<file path="src/rtl/ad5628_cmd_seq.sv">
// AD5628 command sequencer: builds the power-up init frames and single-channel runtime
// update frames for the SPI serializer. Optional: AD5628_LDAC_SYNC_EN (input-register init + LDAC broadcast).
module ad5628_cmd_seq #(
    parameter int unsigned NUM_CH     = 8,
    parameter int unsigned GAP_CYCLES = 4,
    parameter int unsigned REF_ON     = 1
) (
    input  logic        clk_sys,
    input  logic        rst_sys_n,
    input  logic        start,
    input  logic        cfg_we,
    input  logic [2:0]  cfg_ch,
    input  logic [11:0] cfg_code,
    input  logic        upd_req,
    input  logic [2:0]  upd_ch,
    input  logic [11:0] upd_code,
    output logic        upd_ack,
    output logic [31:0] frame_data,
    output logic        frame_valid,
    input  logic        frame_ready,
    input  logic        frame_done,
    output logic        busy,
    output logic        done
);

`ifdef AD5628_LDAC_SYNC_EN
    localparam int unsigned LDAC_FRAMES = 1;
    localparam logic [3:0]  CMD_CH_INIT = 4'b0000;
`else
    localparam int unsigned LDAC_FRAMES = 0;
    localparam logic [3:0]  CMD_CH_INIT = 4'b0011;
`endif

    localparam int unsigned REF_ON_I  = (REF_ON != 0) ? 1 : 0;
    localparam int unsigned CH_BASE   = 1 + REF_ON_I;
    localparam int unsigned N_INIT    = CH_BASE + NUM_CH + LDAC_FRAMES;
    localparam int unsigned IW        = $clog2(NUM_CH + 3);
    localparam int unsigned GW        = (GAP_CYCLES < 2) ? 1 : $clog2(GAP_CYCLES + 1);
    localparam logic [IW-1:0] LAST_IDX = IW'(N_INIT - 1);

    localparam logic [31:0] FRAME_RESET  = 32'h0700_0000;
    localparam logic [31:0] FRAME_REF_ON = 32'h0800_0001;
    localparam logic [31:0] FRAME_LDAC   = 32'h01F0_0000;
    localparam logic [3:0]  CMD_CH_RUN   = 4'b0011;
    localparam logic [11:0] CODE_RST     = 12'h800;

    typedef enum logic [2:0] {
        S_IDLE,
        S_LOAD,
        S_SEND,
        S_WAIT_DONE,
        S_GAP,
        S_FIN
    } state_e;

    state_e          state_q, state_d;
    logic [IW-1:0]   idx_q, idx_d;
    logic [GW-1:0]   gap_q, gap_d;
    logic            init_q, init_d;
    logic            done_q, done_d;
    logic            busy_q, busy_d;
    logic            valid_q, valid_d;
    logic            upd_ack_q, upd_ack_d;
    logic [2:0]      upd_ch_q, upd_ch_d;
    logic [11:0]     upd_code_q, upd_code_d;
    logic [31:0]     frame_data_q, frame_data_d;
    logic [11:0]     code_tbl_q [8];

    int unsigned     ch_off;
    logic [31:0]     init_word;
    logic [31:0]     run_word;
    logic            last_frame;
    logic            upd_wr;

    assign upd_ack     = upd_ack_q;
    assign frame_data  = frame_data_q;
    assign frame_valid = valid_q;
    assign busy        = busy_q;
    assign done        = done_q;

    // Frame word for the current init index; table value sampled here during LOAD
    always_comb begin
        ch_off    = 32'(idx_q) - CH_BASE;
        init_word = FRAME_RESET;
        if (REF_ON_I == 1 && idx_q == IW'(1)) begin
            init_word = FRAME_REF_ON;
        end else if (idx_q >= IW'(CH_BASE) && ch_off < NUM_CH) begin
            init_word = {4'h0, CMD_CH_INIT, 4'(ch_off), code_tbl_q[3'(ch_off)], 8'h00};
        end else if (LDAC_FRAMES == 1 && idx_q == LAST_IDX) begin
            init_word = FRAME_LDAC;
        end
        run_word = {4'h0, CMD_CH_RUN, 1'b0, upd_ch_q, upd_code_q, 8'h00};
    end

    // Next-state and output logic
    always_comb begin
        state_d      = state_q;
        idx_d        = idx_q;
        gap_d        = gap_q;
        init_d       = init_q;
        done_d       = done_q;
        upd_ack_d    = 1'b0;
        upd_ch_d     = upd_ch_q;
        upd_code_d   = upd_code_q;
        frame_data_d = frame_data_q;
        upd_wr       = 1'b0;
        last_frame   = !init_q || (idx_q == LAST_IDX);

        unique case (state_q)
            S_IDLE: begin
                if (start) begin
                    state_d = S_LOAD;
                    idx_d   = '0;
                    init_d  = 1'b1;
                    done_d  = 1'b0;
                end else if (upd_req) begin
                    upd_ack_d  = 1'b1;
                    upd_ch_d   = upd_ch;
                    upd_code_d = upd_code;
                    init_d     = 1'b0;
                    idx_d      = '0;
                    // Out-of-range channels are acknowledged but produce no frame
                    if (32'(upd_ch) < NUM_CH) begin
                        upd_wr  = 1'b1;
                        state_d = S_LOAD;
                    end else begin
                        state_d = S_FIN;
                    end
                end
            end
            S_LOAD: begin
                frame_data_d = init_q ? init_word : run_word;
                state_d      = S_SEND;
            end
            S_SEND: begin
                if (frame_ready) begin
                    state_d = S_WAIT_DONE;
                end
            end
            S_WAIT_DONE: begin
                if (frame_done) begin
                    if (GAP_CYCLES == 0) begin
                        if (last_frame) begin
                            state_d = S_FIN;
                        end else begin
                            state_d = S_LOAD;
                            idx_d   = idx_q + IW'(1);
                        end
                    end else begin
                        state_d = S_GAP;
                        gap_d   = GW'(GAP_CYCLES);
                    end
                end
            end
            S_GAP: begin
                gap_d = gap_q - GW'(1);
                if (gap_q <= GW'(1)) begin
                    if (last_frame) begin
                        state_d = S_FIN;
                    end else begin
                        state_d = S_LOAD;
                        idx_d   = idx_q + IW'(1);
                    end
                end
            end
            S_FIN: begin
                state_d = S_IDLE;
                if (init_q) begin
                    done_d = 1'b1;
                end
            end
            default: state_d = S_IDLE;
        endcase

        valid_d = (state_d == S_SEND);
        busy_d  = (state_d != S_IDLE);
    end

    // State and output registers
    always_ff @(posedge clk_sys or negedge rst_sys_n) begin
        if (!rst_sys_n) begin
            state_q      <= S_IDLE;
            idx_q        <= '0;
            gap_q        <= '0;
            init_q       <= 1'b0;
            done_q       <= 1'b0;
            busy_q       <= 1'b0;
            valid_q      <= 1'b0;
            upd_ack_q    <= 1'b0;
            upd_ch_q     <= '0;
            upd_code_q   <= '0;
            frame_data_q <= '0;
        end else begin
            state_q      <= state_d;
            idx_q        <= idx_d;
            gap_q        <= gap_d;
            init_q       <= init_d;
            done_q       <= done_d;
            busy_q       <= busy_d;
            valid_q      <= valid_d;
            upd_ack_q    <= upd_ack_d;
            upd_ch_q     <= upd_ch_d;
            upd_code_q   <= upd_code_d;
            frame_data_q <= frame_data_d;
        end
    end

    // Channel code table; an accepted runtime update overrides a same-cycle cfg write
    always_ff @(posedge clk_sys or negedge rst_sys_n) begin
        if (!rst_sys_n) begin
            for (int i = 0; i < 8; i++) begin
                code_tbl_q[i] <= CODE_RST;
            end
        end else begin
            if (cfg_we && 32'(cfg_ch) < NUM_CH) begin
                code_tbl_q[cfg_ch] <= cfg_code;
            end
            if (upd_wr) begin
                code_tbl_q[upd_ch] <= upd_code;
            end
        end
    end

endmodule

</file>
<file path="config.mk">
export PLATFORM = sky130hd
export DESIGN_NAME = ad5628_cmd_seq
export DESIGN_NICKNAME = d
export VERILOG_FILES = /design/src/rtl/ad5628_cmd_seq.sv
export SDC_FILE = /design/constraint.sdc
export NUM_CORES = 1
export LEC_CHECK = 0
export ABC_AREA = 1
export CAP_MARGIN = 10
export CORE_UTILIZATION = 50
export CTS_BUF_LIST = sky130_fd_sc_hd__clkbuf_8
export DETAILED_ROUTE_END_ITERATION = 8
export GPL_TIMING_DRIVEN = 1
export PLACE_DENSITY_LB_ADDON = 0.12
export SETUP_SLACK_MARGIN = 0.1
export SLEW_MARGIN = 20
export SYNTH_ARGS = -nofsm -noshare
export SYNTH_HDL_FRONTEND = slang
export SYNTH_SLANG_ARGS = --single-unit
export TNS_END_PERCENT = 10
</file>
<file path="constraint.sdc">
create_clock -name clk_sys -period 3.72 [get_ports clk_sys]
set_clock_uncertainty 0.15 [all_clocks]
set_input_delay 0.558 -clock clk_sys [delete_from_list [all_inputs] [get_ports clk_sys]]
set_output_delay 0.558 -clock clk_sys [all_outputs]
set_load 0.01 [all_outputs]
</file>
**After elaboration in Yosys (flattened, before gate mapping)**

Index checks and enable logic that the tools add are counted.

- Flip-flop bits (word level): 158
- Logic and storage cells: 100
- Bits of input ports: 37
- Output and inout port bits: 36

- Magnitude comparators: 8
- Add/sub/neg operators: 3
- Bitwise logic cells: 4
- Equal/unequal tests: 14
- Reductions and logical operators: 16
- Mux-type cells: 36

Operators with widths:

| operator | number |
|---|---|
| bitwise mux 96 bit | 2 |
| 2-to-1 mux 96 bit | 2 |
| demux 12 bit (select 3 bit) | 2 |
| 2-to-1 mux 32 bit | 2 |
| 2-to-1 mux 12 bit | 4 |
| binary-select mux 12 bit (select 3 bit) | 1 |
| < comparator 32 x 4 -> 1 bit, second input constant | 1 |
| 2-to-1 mux 27 bit | 1 |
| 2-to-1 mux 3 bit | 7 |
| 2-to-1 mux 4 bit | 4 |
| case mux 3 bit (5 select lines) | 1 |
| greater-or-equal comparator 4 bit, second input constant | 3 |
| inverter 3 -> 4 bit | 3 |
| != test 2 bit, second input constant | 5 |
| equality test 3 x 2 -> 1 bit, second input constant | 3 |
| < comparator 4 x 1 -> 1 bit, second input constant | 2 |
| case mux 4 bit (2 select lines) | 1 |
| nonzero test 2 bit | 4 |
| 2-to-1 mux 1 bit | 7 |
| equality test 3 bit, second input constant | 2 |
| case mux 3 bit (2 select lines) | 1 |
| AND reduction 3 bit | 2 |
| subtractor 4 x 2 -> 5 bit, second input constant | 1 |
| adder 4 x 1 -> 4 bit, second input constant | 1 |
| 16 further kinds | 19 |

**Logic depth before layout (Yosys ltp)**

Gate-level depths: netlist of run 1.

- Depth in word-level cells: 9
- Depth in mapped cells: 13
- Mapped depth without buffers: 11

**Worst setup path before layout of run 1**

Ideal clock, no wire load.

- Kind: register -> register
- Start point: register idx_q[1]
- End point: register frame_data_q[10], in the netlist frame_data[10]
- Path buffers: 3
- Setup time: 0.077 ns
- Stages on the path, launching flop included: 13
- Period minus slack after synthesis: 2.256 ns
- Data arrival time: 2.029 ns
- Path slack: 1.464 ns
- Required time: 3.493 ns
- Cell sequence: dfrtp_1 buf_4 inv_2 clkbuf_1 ha_1 ha_1 inv_1 a21oi_1 nand2_1 nor2_2 buf_2 nand3_1 a21oi_1

- Cells in the longest elaborated chain, start to end: 8
- Elaborated cells on any way between the ends: 12
- Those cells by class: add/sub: 1; order compare: 2; eq/ne: 1; mux: 6; bitwise: 1; reduce/logical: 1

RTL lines:

| what | line | text |
|---|---|---|
| start: declaration | 57 | `logic [IW-1:0] idx_q, idx_d;` |
| start signal: assignment | 195 | `idx_q <= idx_d;` |
| parallel branches: the longest is 6 deep, another holds < comparator 32 x 4 -> 1 bit | n/a |  |
| 2-to-1 mux 32 bit * | 85 | `if (REF_ON_I == 1 && idx_q == IW'(1)) begin` |
| 2-to-1 mux 32 bit * | 132 | `frame_data_d = init_q ? init_word : run_word;` |
| end signal: assignment | 204 | `frame_data_q <= frame_data_d;` |
| end: declaration | 66 | `logic [31:0] frame_data_q, frame_data_d;` |

Every way passes the cells marked *. The select of a mux whose other input is x is not followed.
A chain may end at the register's enable or synchronous reset.

**Final worst setup path of run 1**

- Start point: register idx_q[1]
- End point: register frame_data_q[17], in the netlist frame_data[17]

Same word-level chain as after synthesis.

==> results of run 1 <==
## path summary, 6_finish.rpt
kind / start / to / slack, ps / depth (start not counted)
setup / recovery: idx_q[1] / frame_data[17] / 1260 / 6
hold / removal: frame_data[21] / frame_data[21] / 330 / 2
setup reg to reg: idx_q[1] / frame_data[17] / 1260 / 6
hold reg to reg: frame_data[21] / frame_data[21] / 330 / 2
max in group asynchronous: rst_sys_n / frame_data[13] / 2050 / 3
min in group asynchronous: rst_sys_n / gap_q[0] / 560 / 2
## cells in the final DEF (no fill, tap or decap), types with 7 or more instances in the layout
cell type        count
ha_1                 7
inv_1               98
clkdlybuf4s50_1     60
nand3_1             55
clkbuf_8            20
o21ai_2             24
dfstp_2              8
nand2_4              8
o21ai_0            120
conb_1              11
o21ai_1             72
dfrtp_1            136
buf_4                7
a21oi_1             27
nand2_1            334
nor2_1              89
or2_2               20
or2_1               17
## flip-flops by register name, summed over array words and instances (netlist names)
| register | cells |
|---|---|
| frame_data | 19 |
| frame_valid | 1 |
| busy | 1 |
| done | 1 |
| idx_q | 4 |
| init_q | 1 |
| code_tbl_q | 96 |
| gap_q | 3 |
| state_q | 3 |
| upd_code_q | 12 |
| upd_ack | 1 |
| upd_ch_q | 3 |
## where the power goes
group          switching, mW  internal (mW)
clock                  0.624          0.639
sequential             0.296           2.14
combinational           1.33          0.977
total                   2.25           3.76
## timing repair
item	CTS	global route
endpoints found under the hold margin	12	0
setup buffers	0	0
hold buffers	1	0
## logic make-up (layout without fill, tap and decap cells)
kind of cell | count (synthesis) | in the layout | share of synthesized area [%]
xor+xnor | 1 | 1 | 0.107
flops | 145 | 145 | 44.5
simple gates | 531 | 531 | 27.9
compound gates | 248 | 248 | 16.4
buf+inv | 170 | 201 | 10.0
fa+ha+maj | 7 | 7 | 1.07
other cells | 1 | 11 | 0.0458
## layer usage
layer | GRT usage [%] | routed length (microns) | up-vias
li1 | - | - | 3538
met1 | 44.3 | 10800 | 3404
met2 | 42.9 | 10300 | 263
met3 | 5.21 | 1510 | 21
met4 | 7.18 | 332 | 0
met5 | 0 | 0 | -
## worst max-delay path, cell delays in order, from the launching register on
cell and delay (ps):
dfrtp_1 390, inv_2 320, ha_1 640, inv_1 400, nand3_1 200, nand3_1 110, a21oi_1 170
## cell type report
cell class	count	area share [%]
clock buffers	20	3.02
clock inverters	12	1.27
flip-flops and latches	145	39.9
multi-input cells	798	41.2
well taps	216	2.96
inverters	99	4.07
repair buffers	70	7.61
## through the flow
stage	cells	setup WS [ps]	hold WS, ps	instance area, sq um
after detailed placement	1327	1010	314	8730
after global routing	1360	1070	350	9130
after floorplan	1113	1460	112	8220
final	1360	1260	332	9130
after CTS	1360	1280	335	9130
after global placement	1327	1060	301	8730
==> summary.txt, run 1 <==
Dominant cell by count in the synthesized netlist = nand2_1
Largest net degree at the start of global routing = 75
Asr flop ratio synth = 100%
Critical path fanouts, max = 17
Worst vdd ir = 0.000313 V
LEAKAGE = 4.48 nW
Synth Warn # = 0
Worst slew pin tran = 941 ps
Worst-Skew Late Latency = 460 ps
Max clock buf depth = 2
Slew margin rel. = 37.1%
Initial Util = 51.3%
Fillers = 1537
Post-synth top area cell = dfrtp_1
CTS Sinks = 145
Ports = 73
Die width = 130 microns
RePlAce Congestion = 0.826
Count of final max-slew check failures = 0
Synth top area cells = dfrtp_1, nand2_1, o21ai_0
Die outline area = 16900 sq um
Yosys cell types = 33
Vias = 7226
Core Footprint = 15900 sq um
Worst min-delay path category = flip-flop to flip-flop
Max Freq = 406 MHz
Final setup fails = 0
Mapped Avg Cell Area = 7.42 sq um
Final WL = 22.9 mm
Crit. End Element = flip-flop
Hold Vio Cnt, Final = 0
Flops & latches, synth = 145
Top FF cell, synth = dfrtp_1
DR WL/cell = 16.8 microns
Layout net count = 1175
CTS tree = done
Post-CTS Resized = 0
Clock buffer count from CTS = 17
Post-Synthesis Cell Area = 8180 sq um
Share of the synthesized area in the top cell type = 41.9%
Reg area = 3640 sq um
Root Buffer = clkbuf_8
Worst Setup Path Type = flip-flop to flip-flop
WP data arrival = 2690 ps
Clk pin slew, worst setup/hold paths = 80 ps
Critical Path RT = 3950 ps
Total power = 6.01 mW
Synth cell count leaders = nand2_1, dfrtp_1, o21ai_0
Initial antenna violation count = 0
Number of standard cells after synthesis = 1103
Layout cells sized above 1 = 9.53%
Pre-antenna DRT Iters = 5
Number of antenna-violating nets in the routed design = 0
Sequential share of the synthesized area = 44.5%
Vias per cell = 5.31
Area delta synth->final = 11.6%
First-pass GRT wire length = 36.7 mm
Fin crit period = 2460 ps
Result of the run = complete, no violations
Hpwl dp = 14.8 mm
H-tree lvl count = 4
Row count = 46
GRT overflow = 0
DIE HEIGHT = 130 microns
DRC viols = 0
CP startpoint kind = flip-flop
Overall Global Routing Usage = 29.2%
Multi-input combinational cell area = 3760 sq um
Max-cap violations = 0
First-iteration detailed-routing DRC count = 724
EDFF count, synth = 0
RSZ-0062 raised after global routing = false
Vias in the first global route = 6465
Setup_tns = 0 ps
Post-Route Utilization = 57.3%
# port buffers = 61
Final period utilization = 66.2%
Pwr/cell area = 658 nW/um^2
ANT cells = 0
No activity file was read; power rests on OpenSTA's default activity.
==> inputs of run 2 (changes only) <==
Clock period 3.72 ns to 2.3 ns, I/O delays scaled along.
==> run 2 against run 1 <==
Non-clock buffer count increased by 16. Final area is 2.4% higher. Largest power group unchanged. Maximum frequency grew 24%. Utilization increased by 1.4 points. Critical path depth up 6. Highest routed layer unchanged. Critical path type unchanged.
==> summary.txt, run 2 (synthesis gave the netlist of run 1 again) <==
Clock group share of total power = 22.5%
Hpwl dp = 15.1 mm
CP Capture Point = frame_data[21]
Vias = 7170
CP Depth = 12
RePlAce Congestion = 0.840
Largest net degree at the start of global routing = 47
LEAKAGE = 4.58 nW
Commonest non-fill, non-tap cell in the layout = nand2_1
Layout net count = 1191
R2R cell count = 12
Number of antenna-violating nets in the routed design = 0
Vias in the first global route = 6568
Layout cells sized above 1 = 10.9%
Result of the run = complete, no violations
Fin crit period = 1990 ps
CP Launch Point = idx_q[2]
Hold slack = 187 ps
Post-Route Utilization = 58.6%
Met2 routed WL = 10.1 mm
Crit path max-delay family = simple AND/OR/NAND/NOR gates
Critical path fanouts, max = 15
Final period utilization = 86.5%
Largest register FFs = 96
Row count = 46
Slowest-stage cell, CP = dfrtp_1
Pre-CTS WS = 215 ps
Met1 Wirelength = 10.4 mm
Initial Util = 51.3%
Initial antenna violation count = 0
Die outline area = 16900 sq um
Hold Vio Cnt, Final = 0
Most flop-heavy register = code_tbl_q
Vias per cell = 5.21
RSZ-0062 raised after global routing = false
Final setup fails = 0
Comb power frac = 38.2%
Worst vdd ir = 0.000401 V
CTS tree = done
Crit. End Element = flip-flop
Clk pin slew, worst setup/hold paths = 80 ps
Worst Setup Path Type = flip-flop to flip-flop
DIE HEIGHT = 130 microns
# port buffers = 61
Core Footprint = 15900 sq um
H-tree lvl count = 4
FF-to-FF Start = idx_q[2]
Flop pwr share = 39.3%
Total power = 9.99 mW
Root Buffer = clkbuf_8
Max-cap violations = 0
Worst min-delay path category = input pin to asynchronous set/reset pin
Cells along the critical path = inv_1 -> ha_1 -> ha_1 -> inv_1 -> a21oi_1 -> nand2_1 -> nor2_2 -> buf_12 -> nand2_1 -> nand2_1 -> nand2_1 -> nand2_1
Worst path buffer plus inverter count = 3
R2R setup slack = 310 ps
Ports = 73
Slew margin rel. = 63.6%
Met3 Routed Length = 1.54 mm
Most frequent CP cell = nand2_1
First-iteration detailed-routing DRC count = 581
Worst slew pin tran = 542 ps
CP startpoint kind = flip-flop
CP peak stage delay = 400 ps
Overall Global Routing Usage = 29.0%
Reg-to-Reg End = frame_data[21]
ANT cells = 0
Count of final max-slew check failures = 0
GRT overflow = 0
Cell Int Power = 6.29 mW
Clock buffer count from CTS = 17
Setup_tns = 0 ps
Pre-antenna DRT Iters = 7
Post-DP Area = 8880 sq um
Finished Layout Cells = 1376
Area delta synth->final = 14.3%
Critical Path RT = 2560 ps
Worst-Skew Late Latency = 480 ps
WP data arrival = 2250 ps
First-pass GRT wire length = 36.0 mm
Switching portion of total power = 37.1%
Placed insts = 1341
Die width = 130 microns
CTS Sinks = 145
Most frequent cells in the layout = nand2_1, dfrtp_1, o21ai_0, inv_1, nor2_1
Pwr/cell area = 1070 nW/um^2
Max Freq = 503 MHz
Final WL = 22.5 mm
Post-route cell area = 9350 sq um
DR WL/cell = 16.3 microns
Final worst setup slack = 311 ps
Fillers = 1601
Top sig layer = met4
Max clock buf depth = 2
DRC viols = 0
Psw = 3.70 mW
## run 2: cell count changes in the layout (fill, tap and decap cells not counted), sizes merged
cell,before,now
clkinvlp,2,3
inv,100,98
clkinv,7,8
bufinv,2,4
buf,9,25
clkbuf,20,18
## run 2: timing repair
action	CTS	global route
setup endpoints to repair	0	2
resized for setup	0	1
hold endpoints to repair	67	0
buffers inserted	0	2
hold buffers	1	0
## run 2: power by group through the flow
stage / Combinational, mW / Sequential (mW) / Clock [mW]
2_1_floorplan: 2.58 / 3.94 / 0
3_3_place_gp: 3.77 / 3.95 / 0
3_5_place_dp: 3.80 / 3.97 / 0
4_1_cts: 3.83 / 3.92 / 2.27
5_1_grt: 4.37 / 4.04 / 2.37
6_report: 3.81 / 3.93 / 2.25
## run 2: cell type report
| cell class | count | area (sq um) | share of cell area, % |
|---|---|---|---|
| well taps | 216 | 270 | 2.89 |
| inverters | 99 | 372 | 3.98 |
| multi-input cells | 798 | 3760 | 40.2 |
| repair buffers | 86 | 868 | 9.29 |
| flip-flops and latches | 145 | 3640 | 38.9 |
| clock buffers | 18 | 248 | 2.65 |
| clock inverters | 14 | 189 | 2.02 |
## run 2: worst min-delay path by stage
stage          slack [ps]  startpoint          end  cells past startpoint
2_1_floorplan        -100   rst_sys_n         busy                      0
3_3_place_gp          130   rst_sys_n  frame_valid                      1
3_5_place_dp          130   rst_sys_n  frame_valid                      1
4_1_cts               190   rst_sys_n  frame_valid                      2
5_1_grt               230   rst_sys_n  frame_valid                      2
6_report              190   rst_sys_n  frame_valid                      2
## run 2: layer usage
metal	GRT usage (%)	vias up
li1	-	3568
met5	0	-
met3	5.49	31
met1	41.0	3309
met2	44.7	262
met4	10.3	0
## run 2: worst reg2reg max path, stage by stage, from the launching register on
cell	delay (ps)
dfrtp_1	400
inv_1	120
ha_1	200
ha_1	270
inv_1	30
a21oi_1	120
nand2_1	100
nor2_2	140
buf_12	150
nand2_1	60
nand2_1	80
nand2_1	50
nand2_1	60
